[src/rtl/ttt_button_conditioner.sv]
// ttt_button_conditioner: five-way push-button synchronizer + debouncer for the tic-tac-toe core.
// Latency: press pulse in the cycle after edge e0+DEBOUNCE_CYCLES+2 (e0 = first raw=1 sample).
// Backpressure: none; pulses are one-clock strobes that the consumer must take when they appear.
//
// Ports:
//   Clk        system clock, all logic on the rising edge
//   reset      synchronous, active-high
//   btn_raw    asynchronous pins: [4]=BtnL [3]=BtnR [2]=BtnU [1]=BtnD [0]=BtnC
//   btn_pulse  one-clock press strobe per button (state decode, no path from btn_raw)
//   btn_level  debounced pressed level per button (state decode)
//   btn_any    OR of btn_pulse, valid in the same cycle as btn_pulse
//
// Build option: define TTT_BTN_AUTOREPEAT_EN to compile in the held-button auto-repeat
// for bits [4:1] (cursor movement). BtnC never repeats. Without it, one pulse per press.

module ttt_button_conditioner #(
  parameter int DEBOUNCE_CYCLES = 1_000_000,
  parameter int REPEAT_CYCLES   = 25_000_000,
  parameter int CNT_W           = 25
) (
  input  logic       Clk,
  input  logic       reset,
  input  logic [4:0] btn_raw,
  output logic [4:0] btn_pulse,
  output logic [4:0] btn_level,
  output logic       btn_any
);

  // Elaboration-time sanity check of the parameter set.
  if (DEBOUNCE_CYCLES < 1 || REPEAT_CYCLES < 1 ||
      (64'd1 << CNT_W) <= 64'(DEBOUNCE_CYCLES) ||
      (64'd1 << CNT_W) <= 64'(REPEAT_CYCLES)) begin : g_bad_params
    $error("ttt_button_conditioner: illegal DEBOUNCE_CYCLES/REPEAT_CYCLES/CNT_W");
  end

  typedef enum logic [2:0] {
    IDLE  = 3'd0,
    WQ    = 3'd1,  // wait for the press to stay quiet
    PULSE = 3'd2,
    HELD  = 3'd3,
    WR    = 3'd4   // wait for the release to stay quiet
  } state_t;

  localparam logic [CNT_W-1:0] DEB_LAST = CNT_W'(DEBOUNCE_CYCLES - 1);
`ifdef TTT_BTN_AUTOREPEAT_EN
  localparam logic [CNT_W-1:0] REP_LAST = CNT_W'(REPEAT_CYCLES - 1);
`endif

  for (genvar i = 0; i < 5; i++) begin : g_btn
    logic             s1;
    logic             s2;
    state_t           state;
    state_t           state_nxt;
    logic [CNT_W-1:0] cnt;
    logic [CNT_W-1:0] cnt_nxt;
    logic [CNT_W-1:0] cnt_inc;
    logic             pulse_q;
    logic             level_q;

    // Saturating increment: a button held forever (no repeat) must not wrap the counter.
    assign cnt_inc = (cnt == '1) ? cnt : cnt + 1'b1;

    // State register, counter and two-flop synchronizer.
    always_ff @(posedge Clk) begin
      if (reset) begin
        s1    <= 1'b0;
        s2    <= 1'b0;
        state <= IDLE;
        cnt   <= '0;
      end else begin
        s1    <= btn_raw[i];
        s2    <= s1;
        state <= state_nxt;
        cnt   <= cnt_nxt;
      end
    end

    // Next-state and counter update, all decisions on the synced sample s2.
    always_comb begin
      state_nxt = state;
      cnt_nxt   = cnt;
      case (state)
        IDLE: begin
          if (s2) begin
            state_nxt = WQ;
            cnt_nxt   = '0;
          end
        end
        WQ: begin
          if (!s2)                  state_nxt = IDLE;
          else if (cnt == DEB_LAST) state_nxt = PULSE;
          else                      cnt_nxt   = cnt_inc;
        end
        PULSE: begin
          state_nxt = HELD;
          cnt_nxt   = '0;
        end
        HELD: begin
          if (!s2) begin
            state_nxt = WR;
            cnt_nxt   = '0;
          end
`ifdef TTT_BTN_AUTOREPEAT_EN
          // BtnC places a mark, so only the cursor buttons repeat.
          else if (i != 0 && cnt == REP_LAST) begin
            state_nxt = PULSE;
          end
`endif
          else begin
            cnt_nxt = cnt_inc;
          end
        end
        WR: begin
          // A bounce back to 1 returns to HELD silently; no second pulse.
          if (s2) begin
            state_nxt = HELD;
            cnt_nxt   = '0;
          end else if (cnt == DEB_LAST) begin
            state_nxt = IDLE;
          end else begin
            cnt_nxt = cnt_inc;
          end
        end
        default: begin
          state_nxt = IDLE;
          cnt_nxt   = '0;
        end
      endcase
    end

    // Outputs decode the state flops only.
    always_comb begin
      pulse_q = 1'b0;
      level_q = 1'b0;
      case (state)
        PULSE: begin
          pulse_q = 1'b1;
          level_q = 1'b1;
        end
        HELD, WR: level_q = 1'b1;
        default: begin
          pulse_q = 1'b0;
          level_q = 1'b0;
        end
      endcase
    end

    assign btn_pulse[i] = pulse_q;
    assign btn_level[i] = level_q;
  end

  assign btn_any = |btn_pulse;

endmodule

[config.mk]
export PLATFORM = sky130hd
export DESIGN_NAME = ttt_button_conditioner
export DESIGN_NICKNAME = d
export VERILOG_FILES = /design/src/rtl/ttt_button_conditioner.sv
export SDC_FILE = /design/constraint.sdc
export NUM_CORES = 1
export LEC_CHECK = 0
export CAP_MARGIN = 0
export CORE_MARGIN = 5
export CORE_UTILIZATION = 35
export DETAILED_ROUTE_END_ITERATION = 6
export PLACE_DENSITY = 0.49
export SLEW_MARGIN = 20
export SYNTH_ARGS = -nofsm -noshare
export SYNTH_HDL_FRONTEND = slang
export SYNTH_SLANG_ARGS = --single-unit
[constraint.sdc]
create_clock -name Clk -period 2.6 [get_ports Clk]
set_clock_uncertainty 0.15 [all_clocks]
set_input_delay 0.26 -clock Clk [delete_from_list [all_inputs] [get_ports Clk]]
set_output_delay 0.26 -clock Clk [all_outputs]
set_load 0.01 [all_outputs]
==> results of run 1 <==
[cells by family (layout without fill, tap and decap cells)]
logic type | after synthesis | count (layout) | synth area share (%)
AOI/OAI and AO/OA | 340 | 340 | 25.1
xor gates and xnor gates | 2 | 2 | 0.202
adders and majority gates | 5 | 5 | 0.721
buffers and inverters | 91 | 176 | 4.55
DFF | 150 | 150 | 34.6
muxes | 6 | 6 | 0.692
and+or+nand+nor | 542 | 542 | 34.1
[metal layers]
| metal | wire, um | vias to the layer above | global-route usage, % | part of all wire (%) |
|---|---|---|---|---|
| met2 | 11300 | 161 | 27.5 | 44 |
| met4 | 175 | 0 | 3.71 | 0.69 |
| met1 | 13000 | 4311 | 26.5 | 51 |
| met3 | 958 | 13 | 3.63 | 3.8 |
| met5 | 0 | - | 0 | 0 |
| li1 | - | 4491 | - | - |
[timing repair]
item,in CTS,in global routing
gates cloned,0,0
setup endpoints to repair,11,31
hold buffers,1,0
buffers inserted,1,0
gates resized for setup,7,19
pin swaps,5,14
endpoints found under the hold margin,2,0
[Yosys cell counts, types with 3 or more instances]
library cell and n:
a211oi_1 9, a21o_1 9, a21oi_1 98, a311oi_1 24, a31oi_1 38, a41oi_1 15, and2_1 19, and3_1 33
and4_1 16, buf_1 3, buf_4 10, clkbuf_1 56, dfxtp_1 150, ha_1 5, inv_1 18, mux2i_1 6
nand2_1 104, nand2b_1 16, nand3_1 70, nand3b_1 7, nand4_1 28, nand4b_1 3, nor2_1 80, nor2b_1 17
nor3_1 41, nor3b_1 3, nor4_1 24, nor4b_1 14, o211ai_1 12, o21ai_0 68, o21ai_1 10, o311ai_0 3
o31a_1 3, o31ai_1 16, o41ai_1 6, or2_2 5, or3_1 31, or3b_2 5, or4_1 14
[cells in the final DEF, fill, tap and decap left out, drive strengths merged, types with 7 or more instances in the layout]
cell type,count
clkdlybuf4s50,15
or3,31
buf,108
nor4b,14
or4,14
a21oi,98
a21o,9
a211oi,9
inv,22
and3,33
nand2,104
o211ai,12
nand3b,7
a311oi,24
nor4,26
a41oi,15
nand2b,16
and4,16
a31oi,38
nor2,80
dfxtp,150
o21ai,78
nor3,41
and2,19
nor2b,17
clkbuf,18
nand3,70
nand4,28
o31ai,16
[flip-flops by register name (all words and copies together) (netlist names)]
name         cells
g_btn.cnt      125
g_btn.s1         5
g_btn.s2         5
g_btn.state     15
[worst min path at each step]
stage	from	to	slack, ns	depth (start not counted)
floorplan	btn_raw[0]	g_btn[0].s1	0.24	1
global placement	g_btn[2].s1	g_btn[2].s2	0.27	1
detailed placement	g_btn[0].s1	g_btn[0].s2	0.28	1
CTS	btn_raw[2]	g_btn[2].s1	0.22	2
global route	btn_raw[2]	g_btn[2].s1	0.23	2
finish	btn_raw[2]	g_btn[2].s1	0.24	2
[where the power goes]
| part | total, mW | internal (mW) | switching, mW |
|---|---|---|---|
| clock network | 2.50 | 1.45 | 1.05 |
| registers | 2.32 | 2.31 | 0.0129 |
| logic | 0.212 | 0.0724 | 0.140 |
| total | 5.03 | 3.83 | 1.21 |
[through the flow]
stage	hold slack [ns]	worst slack [ns]
after floorplan	0.238	0.0527
after global placement	0.268	-0.0155
after detailed placement	0.278	-0.0681
after CTS	0.221	-0.0250
after global routing	0.228	-0.0763
final	0.240	0.00328
[final cells by class]
class / instances / area [um^2] / area share [%]
sequential: 150 / 3010 / 28.7
tap: 324 / 405 / 3.87
multi-input combinational: 895 / 5380 / 51.3
timing repair buffer: 125 / 1020 / 9.79
clock buffer: 18 / 439 / 4.19
inverter: 19 / 71.3 / 0.681
clock inverter: 14 / 150 / 1.43
[worst max-delay path, stage by stage (launching register included)]
cell,delay [ns]
dfxtp_2,0.32
or4b_4,0.52
or4_4,0.55
or2_4,0.26
o311ai_4,0.36
buf_6,0.17
o211ai_1,0.09
o41ai_1,0.07
==> results.cfg, run 1 <==
[drt]
wire_per_inst_um = 16.4
drtIter0Drc = 658
routed_via_density = 5.81
drcViolationCount = 0
wl_um = 25400
via_count = 8976
dr.pass1.iters = 5
detail-route-antenna-nets = 0

[finish]
fin_nets = 1220
area_delta_synth_final_pct = 20.6
fill_cells = 2511
stdcell_count = 1545
final_area_um2 = 10500
drive_gt1_share_pct = 14.8
utilization_pct = 42.9
diodes = 0

[setup_path]
r2r_slack_ns = 0.003
reg2reg_depth = 7
critPathCaptureType = flop
crit_type = flop to flop
crit_path_end = g_btn[1].cnt[3]
r2r-start = g_btn[1].cnt[8]
critPathMaxFanout = 5
r2r-end = g_btn[1].cnt[3]
arrival_ns = 2.77
required_ns = 2.77
start_kind = flop
crit_start = g_btn[1].cnt[8]

[placement]
placed_area_um2 = 9770
finalWeightedCongestion = 0.828
port_buffers = 17
hpwl_um = 18100
place_inst = 1511

[sta]
period_share_pct = 99.9
setup_viol = 0
relSlewSlack_pct = 39.0
post-route-min-period_ns = 2.60
worstMarginPinSlew_ns = 0.911
tns_ns = 0
slew_violations = 0
fmax_mhz = 385
hold_viol_final = 0
rsz0062_at_grt = true

[synthesis]
ys.warnings.count = 0
synth-seq-cells = 150
synthCells = 1136
syn_area_per_cell_um2 = 7.64
yosys-top-cells-area = dfxtp_1 35%, a21oi_1 5.6%, nand2_1 4.5%
synth_seq_area_share_pct = 34.6
synth.distinct_cells = 71
synth_area_um2 = 8680
synth_edf_count = 0
synth_nets = 1148
synth_top_flop_cell = dfxtp_1
synth_top_cell_area_share_pct = 34.6
synth_top_area_cell = dfxtp_1
async_flop_share_pct = 0

[die]
die_area_um2 = 28100
initial_core_util_pct = 35.6
core_area_um2 = 24400
die_w_um = 168
chipHeight_um = 168
placement_rows = 57
ios = 18

[cts]
clkSinkCount = 150
tritoncts = done
path_clk_slew_ns = 0.07
htreeDepth = 4
clockRootBuffer = clkbuf_16
clock_latency_ns = 0.43
cts_buffer_depth = 2
numCtsBuffers = 17

[job]
drv_cap = 0

[power_and_ir_drop]
vdd_ir_drop_max_v = 0.000298
finalPower_mw = 5.03
power_density_nw_per_um2 = 481
leakagePower_nw = 3.49

[global_routing]
grt_pass1_wl_um = 43000
antenna_found_initial = 0
grt_max_degree = 38
grtUsageTotal_pct = 18.0
globalRouteOverflowTotal = 0
grt_pass1_vias = 8325

[worst_hold_path]
hold_path.class = primary input to flop

[outcome]
outcome = complete, no violations
Note: power is estimated with default switching activity, not from simulation.
==> run 2, diff against run 1 <==
PLACE_DENSITY = 0.47   (was 0.49)
SLEW_MARGIN = unset   (was 20)
clock period = 2.8 ns   (was 2.6 ns; I/O delays follow)
==> run 2 against run 1 <==
Worst setup slack better by 0.11 ns. Cell count decreased by 2.7%. Via count fell by 1.9%. Die area unchanged. Sequential power down 7%. Fmax fell by 3.2%. Critical path depth is the same. Worst hold slack worse by 0.12 ns. Final area is 3.5% lower. Flip-flop and latch count unchanged.
==> results.cfg, run 2 (synthesis results as in run 1) <==
[die]
die_w_um = 168
initial_core_util_pct = 35.6
core_area_um2 = 24400
placement_rows = 57
die_area_um2 = 28100
ios = 18
chipHeight_um = 168

[global_routing]
grt_pass1_vias = 8146
antenna_found_initial = 1
grtUsageTotal_pct = 17.9
grt_max_degree = 33
grt_pass1_wl_um = 42300
globalRouteOverflowTotal = 0

[finish]
fill_cells = 2555
largest-register = g_btn.cnt
final_common_cell = dfxtp_1
multi_input_area_um2 = 5330
final_area_um2 = 10100
fin_nets = 1181
drive_gt1_share_pct = 10.7
diodes = 0
seqCellArea_um2 = 3000
top_regs = g_btn.cnt x125, g_btn.state x15
area_delta_synth_final_pct = 16.4
largest_reg_flops = 125
layout_common_cells = 149 x dfxtp_1, 104 x nand2_1, 98 x a21oi_1, 79 x nor2_1, 70 x nand3_1
stdcell_count = 1504

[setup_path]
arrival_ns = 2.87
r2r-end = g_btn[1].cnt[6]
required_ns = 2.99
critPathMaxFanout = 11
reg2reg_depth = 7
start_kind = flop
path_cells = or4b_1, or4_1, or2_1, o311ai_4, buf_12, nor3_1, a211oi_1
critPathCaptureType = flop
cp_slowest_cell = or4_1
critPathMaxStageDelay_ns = 0.57
crit_type = flop to flop
r2r_slack_ns = 0.12
r2r-start = g_btn[1].cnt[12]

[placement]
port_buffers = 17
finalWeightedCongestion = 0.846
hpwl_um = 18000
placed_area_um2 = 9470
post-place-ws_ns = 0.128
place_inst = 1474

[sta]
period_share_pct = 95.8
fmax_mhz = 373
worstMarginPinSlew_ns = 0.913
hold_viol_final = 0
relSlewSlack_pct = 38.9
setup_slack_ns = 0.117
setup_viol = 0
post-route-min-period_ns = 2.68
tns_ns = 0
slew_violations = 0

[drt]
routed_via_density = 5.86
via_count = 8809
dr.pass1.iters = 7
wl_um = 25400
wire_per_inst_um = 16.9
drtIter0Drc = 704
detail-route-antenna-nets = 0
drcViolationCount = 0

[power_and_ir_drop]
leakagePower_nw = 3.29
vdd_ir_drop_max_v = 0.000245
power_density_nw_per_um2 = 465

[cts]
tritoncts = done
numCtsBuffers = 17
htreeDepth = 4
cts_hold_buf = 0
cts_buffer_depth = 2
path_clk_slew_ns = 0.06
clockRootBuffer = clkbuf_16
clkSinkCount = 150
clock_latency_ns = 0.42

[worst_hold_path]
hold_depth = 2
hold-path-endpoint = g_btn[1].state[1]
hp-start = reset
hold_path.class = primary input to flop

[job]
drv_cap = 0

[outcome]
outcome = complete, no violations
[run 2: changes by cell type in the layout (fill, tap and decap cells not counted), moves of 2 or more]
cell,previous run,this run
buf_6,2,0
clkinvlp_4,3,1
or4b_1,0,2
clkbuf_8,1,3
buf_12,3,1
o21ai_0,66,68
o21ai_1,6,10
buf_4,103,69
inv_6,3,0
clkinv_4,3,1
o21ai_2,6,0
or4b_4,2,0
[run 2: how the worst max path moves through the flow]
| stage | slack (ns) | start | to | cells past startpoint |
|---|---|---|---|---|
| 6_report | 0.12 | g_btn[1].cnt[12] | g_btn[1].cnt[6] | 7 |
| 5_1_grt | -0.01 | g_btn[3].state[1] | btn_any | 5 |
| 4_1_cts | 0.06 | g_btn[1].state[2] | btn_any | 5 |
| 3_5_place_dp | 0.13 | g_btn[1].cnt[12] | g_btn[1].cnt[2] | 6 |
| 3_3_place_gp | 0.14 | g_btn[1].cnt[12] | g_btn[1].cnt[2] | 6 |
| 2_1_floorplan | 0.25 | g_btn[1].cnt[11] | g_btn[1].cnt[11] | 8 |
[run 2: through the flow]
step	util (%)	power, mW	hold slack [ns]
5_1_grt	41.4	4.88	0.125
2_1_floorplan	-	2.31	0.258
3_3_place_gp	38.8	2.39	0.266
4_1_cts	41.3	4.78	0.0990
3_5_place_dp	38.8	2.39	0.277
6_report	41.4	4.70	0.121
[run 2: cell type report]
class                   count  share of cell area, %
multi-input cells         895                   52.7
flip-flops and latches    150                   29.7
repair buffers             86                   6.91
clock buffers              21                   4.66
well taps                 324                   4.01
clock inverters             9                   1.25
inverters                  19                  0.706
[run 2: metal layers]
layer	part of all wire (%)	track usage [%]	up-vias
li1	-	-	4435
met1	51	26.1	4170
met2	44	27.4	176
met3	3.9	2.59	26
met4	1.4	5.22	2
met5	0.051	0	-
[run 2: repair_timing]
item                       in CTS  in global routing
cloned                          0                  0
resized for setup               1                  7
setup endpoints to repair       1                  9
buffers inserted                0                  0
[run 2: critical path, delay by kind of cell (launching register included)]
family / cells / cell delay, ns
compound gates: 2 / 0.52
flops: 1 / 0.34
simple gates: 4 / 1.44
buf+inv: 1 / 0.17
[run 2: report_power, final]
group / internal, mW / switching [mW]
clock network: 1.46 / 0.903
registers: 2.15 / 0.0176
logic: 0.0584 / 0.120
total: 3.66 / 1.04
